**src/rtl/uart_pkg.sv**
```systemverilog
`default_nettype none
// ============================================================================
// Module   : uart_pkg
// Brief    : Shared constants, baud encodings and FSM state type for uart_rx.
// Revision : 1.0 - initial release
// ============================================================================
package uart_pkg;

    localparam int c_clk_hz_ref = 100_000_000;
    localparam int c_oversample = 16;
    localparam int c_div_w      = 16;

    localparam int c_rate_9600   = 9600;
    localparam int c_rate_19200  = 19200;
    localparam int c_rate_57600  = 57600;
    localparam int c_rate_115200 = 115200;

    localparam logic [1:0] c_baud_9600   = 2'b00;
    localparam logic [1:0] c_baud_19200  = 2'b01;
    localparam logic [1:0] c_baud_57600  = 2'b10;
    localparam logic [1:0] c_baud_115200 = 2'b11;

    // Oversample divisors at the 100 MHz reference clock
    localparam logic [c_div_w-1:0] c_div_9600   = 16'd651;
    localparam logic [c_div_w-1:0] c_div_19200  = 16'd326;
    localparam logic [c_div_w-1:0] c_div_57600  = 16'd109;
    localparam logic [c_div_w-1:0] c_div_115200 = 16'd54;

    typedef enum logic [2:0] {
        ST_IDLE   = 3'd0,
        ST_START  = 3'd1,
        ST_DATA   = 3'd2,
        ST_PARITY = 3'd3,
        ST_STOP   = 3'd4
    } rx_state_t;

    // Rounded clk_hz / (16 * rate), used when the clock differs from the reference
    function automatic logic [c_div_w-1:0] calc_div(input int clk_hz, input int rate);
        int q;
        q = (clk_hz + (c_oversample * rate) / 2) / (c_oversample * rate);
        return q[c_div_w-1:0];
    endfunction

endpackage : uart_pkg
`default_nettype wire

```
**src/rtl/uart_os_tick.sv**
```systemverilog
`default_nettype none
// ============================================================================
// Module   : uart_os_tick
// Brief    : 16x oversample tick generator with a divisor latched on 'load'.
// Revision : 1.0 - initial release
// ============================================================================
module uart_os_tick
    import uart_pkg::*;
#(
    parameter int CLK_HZ = c_clk_hz_ref
) (
    input  logic       clk,
    input  logic       rst,
    input  logic [1:0] baud_sel,
    input  logic       load,
    output logic       os_tick
);

    localparam logic [c_div_w-1:0] c_div_0 =
        (CLK_HZ == c_clk_hz_ref) ? c_div_9600   : calc_div(CLK_HZ, c_rate_9600);
    localparam logic [c_div_w-1:0] c_div_1 =
        (CLK_HZ == c_clk_hz_ref) ? c_div_19200  : calc_div(CLK_HZ, c_rate_19200);
    localparam logic [c_div_w-1:0] c_div_2 =
        (CLK_HZ == c_clk_hz_ref) ? c_div_57600  : calc_div(CLK_HZ, c_rate_57600);
    localparam logic [c_div_w-1:0] c_div_3 =
        (CLK_HZ == c_clk_hz_ref) ? c_div_115200 : calc_div(CLK_HZ, c_rate_115200);

    logic [c_div_w-1:0] r_div;
    logic [c_div_w-1:0] r_cnt;
    logic [c_div_w-1:0] w_div_new;
    logic               w_div_chg;

    always_comb begin
        w_div_new = c_div_0;
        case (baud_sel)
            c_baud_9600:   w_div_new = c_div_0;
            c_baud_19200:  w_div_new = c_div_1;
            c_baud_57600:  w_div_new = c_div_2;
            c_baud_115200: w_div_new = c_div_3;
            default:       w_div_new = c_div_0;
        endcase
    end

    // Restart the tick phase only when the rate actually changes
    assign w_div_chg = load && (w_div_new != r_div);
    assign os_tick   = (r_cnt == (r_div - c_div_w'(1)));

    always_ff @(posedge clk) begin
        if (rst) begin
            r_div <= c_div_0;
            r_cnt <= '0;
        end else begin
            if (load) begin
                r_div <= w_div_new;
            end
            if (w_div_chg || os_tick) begin
                r_cnt <= '0;
            end else begin
                r_cnt <= r_cnt + c_div_w'(1);
            end
        end
    end

endmodule : uart_os_tick
`default_nettype wire

```
**src/rtl/uart_rx.sv**
```systemverilog
`default_nettype none
// ============================================================================
// Module   : uart_rx
// Brief    : 16x oversampling UART receiver, 8N1 (8E1 with UART_RX_PARITY_EN),
//            one-entry receive buffer with sticky error flags.
// Revision : 1.0 - initial release
// ============================================================================
module uart_rx
    import uart_pkg::*;
#(
    parameter int CLK_HZ = 100_000_000
) (
    input  logic       clk,
    input  logic       rst,
    input  logic [1:0] baud_sel,
    input  logic       rx,
    input  logic       rx_rd,
    output logic [7:0] rx_data,
    output logic       rx_valid,
    output logic       frame_err,
    output logic       parity_err,
    output logic       overrun
);

    logic [1:0] r_sync;
    logic       w_rxs;
    logic       w_os_tick;
    logic       w_load;

    rx_state_t  r_state;
    logic [3:0] r_sc;
    logic [2:0] r_bi;
    logic [7:0] r_shift;
    logic [7:0] r_data;
    logic       r_valid;
    logic       r_frame_err;
    logic       r_overrun;
`ifdef UART_RX_PARITY_EN
    logic       r_par_bad;
    logic       r_parity_err;
`endif

    assign w_rxs  = r_sync[1];
    assign w_load = (r_state == ST_IDLE);

    always_ff @(posedge clk) begin
        if (rst) begin
            r_sync <= 2'b11;
        end else begin
            r_sync <= {r_sync[0], rx};
        end
    end

    uart_os_tick #(
        .CLK_HZ   (CLK_HZ)
    ) u_os_tick (
        .clk      (clk),
        .rst      (rst),
        .baud_sel (baud_sel),
        .load     (w_load),
        .os_tick  (w_os_tick)
    );

    always_ff @(posedge clk) begin
        if (rst) begin
            r_state     <= ST_IDLE;
            r_sc        <= 4'd0;
            r_bi        <= 3'd0;
            r_shift     <= 8'h00;
            r_data      <= 8'h00;
            r_valid     <= 1'b0;
            r_frame_err <= 1'b0;
            r_overrun   <= 1'b0;
`ifdef UART_RX_PARITY_EN
            r_par_bad    <= 1'b0;
            r_parity_err <= 1'b0;
`endif
        end else begin
            // A read empties the buffer; a commit in the same cycle overrides below
            if (rx_rd && r_valid) begin
                r_valid     <= 1'b0;
                r_frame_err <= 1'b0;
                r_overrun   <= 1'b0;
`ifdef UART_RX_PARITY_EN
                r_parity_err <= 1'b0;
`endif
            end

            case (r_state)
                ST_IDLE: begin
                    if (!w_rxs) begin
                        r_state <= ST_START;
                        r_sc    <= 4'd0;
                    end
                end

                ST_START: begin
                    if (w_os_tick) begin
                        if (r_sc == 4'd7) begin
                            if (!w_rxs) begin
                                r_state <= ST_DATA;
                                r_sc    <= 4'd0;
                                r_bi    <= 3'd0;
                            end else begin
                                r_state <= ST_IDLE;
                            end
                        end else begin
                            r_sc <= r_sc + 4'd1;
                        end
                    end
                end

                ST_DATA: begin
                    if (w_os_tick) begin
                        if (r_sc == 4'd15) begin
                            r_sc    <= 4'd0;
                            r_shift <= {w_rxs, r_shift[7:1]};
                            if (r_bi == 3'd7) begin
`ifdef UART_RX_PARITY_EN
                                r_state <= ST_PARITY;
`else
                                r_state <= ST_STOP;
`endif
                            end else begin
                                r_bi <= r_bi + 3'd1;
                            end
                        end else begin
                            r_sc <= r_sc + 4'd1;
                        end
                    end
                end

`ifdef UART_RX_PARITY_EN
                ST_PARITY: begin
                    if (w_os_tick) begin
                        if (r_sc == 4'd15) begin
                            r_sc      <= 4'd0;
                            r_par_bad <= ^{r_shift, w_rxs};
                            r_state   <= ST_STOP;
                        end else begin
                            r_sc <= r_sc + 4'd1;
                        end
                    end
                end
`endif

                ST_STOP: begin
                    if (w_os_tick) begin
                        if (r_sc == 4'd15) begin
                            // Commit at mid stop bit so the next start edge is not missed
                            r_sc        <= 4'd0;
                            r_state     <= ST_IDLE;
                            r_data      <= r_shift;
                            r_valid     <= 1'b1;
                            r_frame_err <= (r_frame_err & ~rx_rd) | ~w_rxs;
                            r_overrun   <= (r_overrun & ~rx_rd) | (r_valid & ~rx_rd);
`ifdef UART_RX_PARITY_EN
                            r_parity_err <= (r_parity_err & ~rx_rd) | r_par_bad;
`endif
                        end else begin
                            r_sc <= r_sc + 4'd1;
                        end
                    end
                end

                default: begin
                    r_state <= ST_IDLE;
                end
            endcase
        end
    end

    assign rx_data   = r_data;
    assign rx_valid  = r_valid;
    assign frame_err = r_frame_err;
    assign overrun   = r_overrun;
`ifdef UART_RX_PARITY_EN
    assign parity_err = r_parity_err;
`else
    assign parity_err = 1'b0;
`endif

endmodule : uart_rx
`default_nettype wire

```
**config.mk**
```make
export PLATFORM = sky130hd
export DESIGN_NAME = uart_rx
export DESIGN_NICKNAME = d
export VERILOG_FILES = /design/src/rtl/uart_pkg.sv /design/src/rtl/uart_os_tick.sv /design/src/rtl/uart_rx.sv
export SDC_FILE = /design/constraint.sdc
export NUM_CORES = 1
export LEC_CHECK = 0
export CAP_MARGIN = 30
export CORE_MARGIN = 2
export CORE_UTILIZATION = 40
export DETAILED_ROUTE_END_ITERATION = 8
export SLEW_MARGIN = 20
export SYNTH_ARGS = -nofsm -noshare
export SYNTH_HDL_FRONTEND = slang
export SYNTH_SLANG_ARGS = --single-unit
```
**constraint.sdc**
```tcl
create_clock -name clk -period 2.8 [get_ports clk]
set_clock_uncertainty 0.2 [all_clocks]
set_input_delay 0.42 -clock clk [delete_from_list [all_inputs] [get_ports clk]]
set_output_delay 0.42 -clock clk [all_outputs]
set_load 0.01 [all_outputs]
```
# Yosys cells after proc, flatten, opt, wreduce, memory -nomap -nowiden
# Index checks and enable logic that the tools add are counted.
[totals]
regBits = 63
input_bits = 6
wordCells = 94
[op_classes]
muxes = 36
n_eq_ne = 22
n_addsub = 4
n_reduce_logical = 14
bitwise = 7
[ops]
columns = ["cell", "count"]
rows = [
  ["case mux 16 bit (4 select lines)", 1],
  ["2-to-1 mux 3 bit", 14],
  ["2-to-1 mux 4 bit", 5],
  ["adder 16 x 1 -> 16 bit (second input constant)", 1],
  ["== test 16 bit", 1],
  ["!= test 16 bit", 1],
  ["subtractor 16 x 1 -> 16 bit (second input constant)", 1],
  ["!= test 2 bit (second input constant)", 7],
  ["2-to-1 mux 1 bit", 12],
  ["case mux 3 bit (4 select lines)", 1],
  ["case mux 4 bit (3 select lines)", 1],
  ["AND reduction 3 bit", 3],
  ["!= test 2 x 1 -> 1 bit (second input constant)", 4],
  ["AND reduction 8 bit", 1],
  ["AND reduction 7 bit", 1],
  ["== test 3 bit (second input constant)", 2],
  ["case mux 3 bit (2 select lines)", 1],
  ["adder 4 x 1 -> 4 bit (second input constant)", 1],
  ["== test 2 bit (second input constant)", 2],
  ["== test 4 x 3 -> 1 bit (second input constant)", 1],
  ["== test 4 bit (second input constant)", 1],
  ["OR reduction 2 bit", 2],
  ["adder 3 x 1 -> 3 bit (second input constant)", 1],
  ["bitwise AND 1 bit", 3],
  ["other kinds (12)", 15],
]

# Depth between registers and ports, before layout
# Gate-level depths: netlist of run 1.
[logic_depth]
word_depth = 6
mapped_depth = 11

# Hierarchy
# A second synthesis of run 1 with hierarchy kept.
[unflattened]
hier_cells = 361
hier_area_um2 = 3129.3
[modules_own_cells]
columns = ["module", "n_inst", "seq_area_each_um2", "area_per_inst_um2", "cells_per_inst"]
rows = [
  ["uart_rx", 1, 620.6, 1567.8, 181],
  ["uart_os_tick", 1, 480.5, 1561.5, 180],
]

# Least setup slack after synthesis of run 1
# OpenSTA, ideal clock, no wires.
[synth_path]
kind = "register to register"
from = "register u_os_tick.r_div[3]"
to = "register r_data[0], in the netlist rx_data[0]"
t_arrival_ns = 2.480
n_path_buf = 2
setup_time_ns = 0.128
path_stages_with_launch = 12
required_time_ns = 2.472
path_slack_ns = -0.008
cell_sequence = "dfxtp_1 -> buf_6 -> inv_1 -> ha_1 -> xor2_1 -> xnor2_1 -> nand4b_4 -> or3_4 -> nor4b_4 -> buf_6 -> mux2i_1 -> nor2_1"
[synth_via]
elab_chain_len = 3
[synth_lines]
columns = ["element", "line", "rtl"]
rows = [
  ["start: declaration", "uart_os_tick.sv:28", "logic [c_div_w-1:0] r_div;"],
  ["start signal: assignment", "uart_os_tick.sv:50", "r_div <= c_div_0;"],
  ["start signal: assignment", "uart_os_tick.sv:54", "r_div <= w_div_new;"],
  ["subtractor 16 x 1 -> 16 bit", "uart_os_tick.sv:46", "assign os_tick = (r_cnt == (r_div - c_div_w'(1)));"],
  ["== test 16 bit", "uart_os_tick.sv:46", ""],
  ["AND reduction 3 bit (no line)", "-", ""],
  ["end signal: assignment", "uart_rx.sv:153", "r_data <= r_shift;"],
  ["end: declaration", "uart_rx.sv:34", "logic [7:0] r_data;"],
]
# No other way between the ends.
# A chain may end at the register's enable or synchronous reset.

# Final worst setup path of run 1
[layout_path]
from = "register u_os_tick.r_div[3]"
to = "register r_state[1]"
[layout_via]
elab_chain_len = 4
[layout_lines]
columns = ["element", "line", "rtl"]
rows = [
  ["subtractor 16 x 1 -> 16 bit *", "uart_os_tick.sv:46", ""],
  ["== test 16 bit *", "uart_os_tick.sv:46", ""],
  ["!= test 2 x 1 -> 1 bit (no line)", "-", ""],
  ["AND reduction 8 bit (no line) *", "-", ""],
  ["end signal: assignment", "uart_rx.sv:66", "r_state <= ST_IDLE;"],
  ["end signal: assignment", "uart_rx.sv:92", "r_state <= ST_START;"],
  ["end signal: assignment", "uart_rx.sv:101", "r_state <= ST_DATA;"],
  ["end: declaration", "uart_rx.sv:30", "rx_state_t r_state;"],
]
# Every way passes the cells marked *; elsewhere a longest branch is shown, timed or not.

==> run summary, run 1 <==
status: finished clean
Seq cells post-synth: 55
First-pass DRT Iterations: 4
total power: 0.00154 W
first-pass GRT wire length: 10,400 um
arrival time at the worst endpoint: 2.77 ns
CTS buffer count: 5
final worst slack: 0.0920 ns
area leader, netlist: dfxtp_1
Worst Hold Class: flop to flop
die height: 91.6 um
Synth Area in Adders: 0.0367
Routed WL: 6000 um
CTS Sinks: 55
Mapped Nets: 361
Syn. warnings: 0
final setup fails: 0
die area: 8390 sq um
sequential area share after synthesis: 0.359
period utilization: 0.967
Synth area leaders: dfxtp_1 36%, nor2_1 6.1%, mux2i_1 5.2%
Post-synth ARST share: 0
via count: 2,382
Chip Width: 91.6 um
total gr overflow: 0
initial antenna violation count: 0
GPL Wtd Cong: 0.833
Area growth, synth to finish: 15.7%
EDFF count, synth: 0
CTS clk-pin slew, worst paths: 0.11 ns
Rows: 31
complex-gate fraction of the synthesized area: 0.128
Hold Fails Final Rpt: 0
combinational family with the most area after synthesis: simple AND/OR/NAND/NOR gates
PortBufs: 16
Final Slew Violations: 0
post-synthesis simple-gate area fraction: 0.263
# nets final: 379
Final Util: 0.484
# diodes: 0
CP Launch Type: flop
Fmax: 369 MHz
min Tclk post-route: 2.71 ns
worst skew pair latency: 0.32 ns
clock buffer depth: 2
Post-route DRC: 0
DR vias/cell: 5.13
layout cells sized above 1: 0.156
maxcap violations: 0
initial core utilization: 0.419
ys flop type: dfxtp_1
half-perimeter wire length after placement: 4310 um
Worst setup EP type: flop
top cell type's share of synthesized area: 0.359
Detail Route Antenna Nets: 0
syn avg cell area: 8.87 sq um
data required time of the critical path: 2.86 ns
wire length per cell: 12.9 um
# fillers: 696
mux contribution to synthesized area: 0.0632
I/O pin cnt: 18
H-tree Lvls: 2
Core Footprint: 7330 sq um
pre-CTS setup slack: -0.00316 ns
worst vdd ir: 0.215 mV
critical setup path kind: flop to flop
XOR/XNOR Fraction of Synth Area: 0.0942
pwr dens: 434 nW/um^2
Worst Path Max Fanout: 5
CTS Root Buffer Type: clkbuf_8
vias in the first global route: 2,250
Yosys cell types: 55
Syn Inst Count: 346
leakage power: 1.29 nW
GRT Util Overall: 0.152
largest net degree at the start of global routing: 20
Post-Syn Area: 3070 sq um
TritonCTS clock tree: done
post-cts hold buffer count: 0
DRT iter0 DRCs: 84
## stage by stage
stage / TNS, ns / hold slack (ns) / instances / area, sq um
2_1_floorplan: 0 / 0.189 / 346 / 3070
3_3_place_gp: 0 / 0.198 / 454 / 3340
3_5_place_dp: -0.00316 / 0.203 / 454 / 3340
4_1_cts: 0 / 0.235 / 462 / 3450
5_1_grt: -0.197 / 0.263 / 464 / 3550
6_report: 0 / 0.230 / 464 / 3550
## metal layers
metal,track usage,up-vias,share of wire
li1,-,1242,-
met1,0.197,1104,0.50
met2,0.248,29,0.46
met3,0.0324,7,0.031
met4,0.0530,0,0.014
met5,0,-,0
## cells in the mapped netlist (3+ instances only)
cell type,number
nor2_1,50
xor2_1,18
nand2_1,25
inv_1,7
nand3_1,10
a31oi_1,5
or2_2,4
nor3_1,6
ha_1,9
or4b_1,3
a21o_1,5
and3_1,4
mux2i_1,16
nor4_1,3
xnor2_1,15
nand2b_1,6
or3_1,8
buf_2,3
buf_4,3
or4_1,3
buf_6,6
o21ai_0,15
nand4_1,4
or3b_2,4
a21oi_1,14
dfxtp_1,55
clkbuf_1,10
## registers in the layout, summed over array words and instances, names as in the netlist
name and count:
u_os_tick.r_cnt 16, r_shift 8, rx_data 8, u_os_tick.r_div 8, r_sc 4, r_bi 3, r_state 3, r_sync 2
frame_err 1, overrun 1, rx_valid 1
## path summary, 6_finish.rpt
kind | from | to | slack (ns) | depth (start not counted)
max | u_os_tick.r_div[3] | r_state[1] | 0.09 | 9
min | r_sync[0] | r_sync[1] | 0.23 | 1
max reg2reg | u_os_tick.r_div[3] | r_state[1] | 0.09 | 9
min reg2reg | r_sync[0] | r_sync[1] | 0.23 | 1
## layout by cell type, fill, tap and decap left out, drive strengths merged, types with 5 or more instances in the layout
cell / netlist / layout
a21o: 5 / 5
a21oi: 16 / 16
a31oi: 5 / 5
buf: 12 / 17
clkbuf: 10 / 5
clkdlybuf4s50: 0 / 16
dfxtp: 55 / 55
ha: 9 / 9
inv: 7 / 9
mux2i: 17 / 17
nand2: 25 / 25
nand2b: 6 / 6
nand3: 10 / 10
nor2: 50 / 50
nor3: 7 / 7
nor4: 5 / 5
nor4b: 5 / 5
o21ai: 16 / 16
or3: 9 / 9
xnor2: 15 / 15
xor2: 18 / 18
## critical path, cell delays in order, from the launching register on
cell      delay, ns
dfxtp_2        0.34
inv_1          0.04
ha_2           0.20
or4b_1         0.49
a41oi_2        0.19
or2_4          0.17
o2111a_2       0.26
a21oi_2        0.10
or4b_4         0.52
a21oi_1        0.14
## where the power goes
group / internal, W / switching [W] / total (W)
clock: 0.000276 / 0.000282 / 0.000558
combinational: 0.0000757 / 0.0000904 / 0.000166
sequential: 0.000794 / 0.0000213 / 0.000815
total: 0.00115 / 0.000394 / 0.00154
## repair_timing
item / CTS / global route
endpoints found under the setup margin: 0 / 33
resized for setup: 0 / 15
buffers inserted: 0 / 2
## layout make-up
type	count	area, sq um	share of cell area
well taps	99	124	0.0349
clock inverters	3	50.0	0.0141
clock buffers	5	68.8	0.0194
repair buffers	33	304	0.0856
multi-input cells	262	1870	0.528
inverters	7	26.3	0.00740
flip-flops and latches	55	1100	0.311
## kinds of logic (layout without fill, tap and decap cells)
family	after synthesis	after routing
flops	55	55
fa+ha+maj	9	9
mux	18	18
xor+xnor	33	33
simple gates	142	142
other cells	1	1
buf+inv	29	48
compound gates	59	59
No activity file was read; power rests on OpenSTA's default activity.
==> run 2, diff against run 1 <==
Settings changed: CTS_CLUSTER_SIZE set to 40.
==> results of run 2 <==
Same layout as run 1: the final DEF is identical, and so are final timing and power.
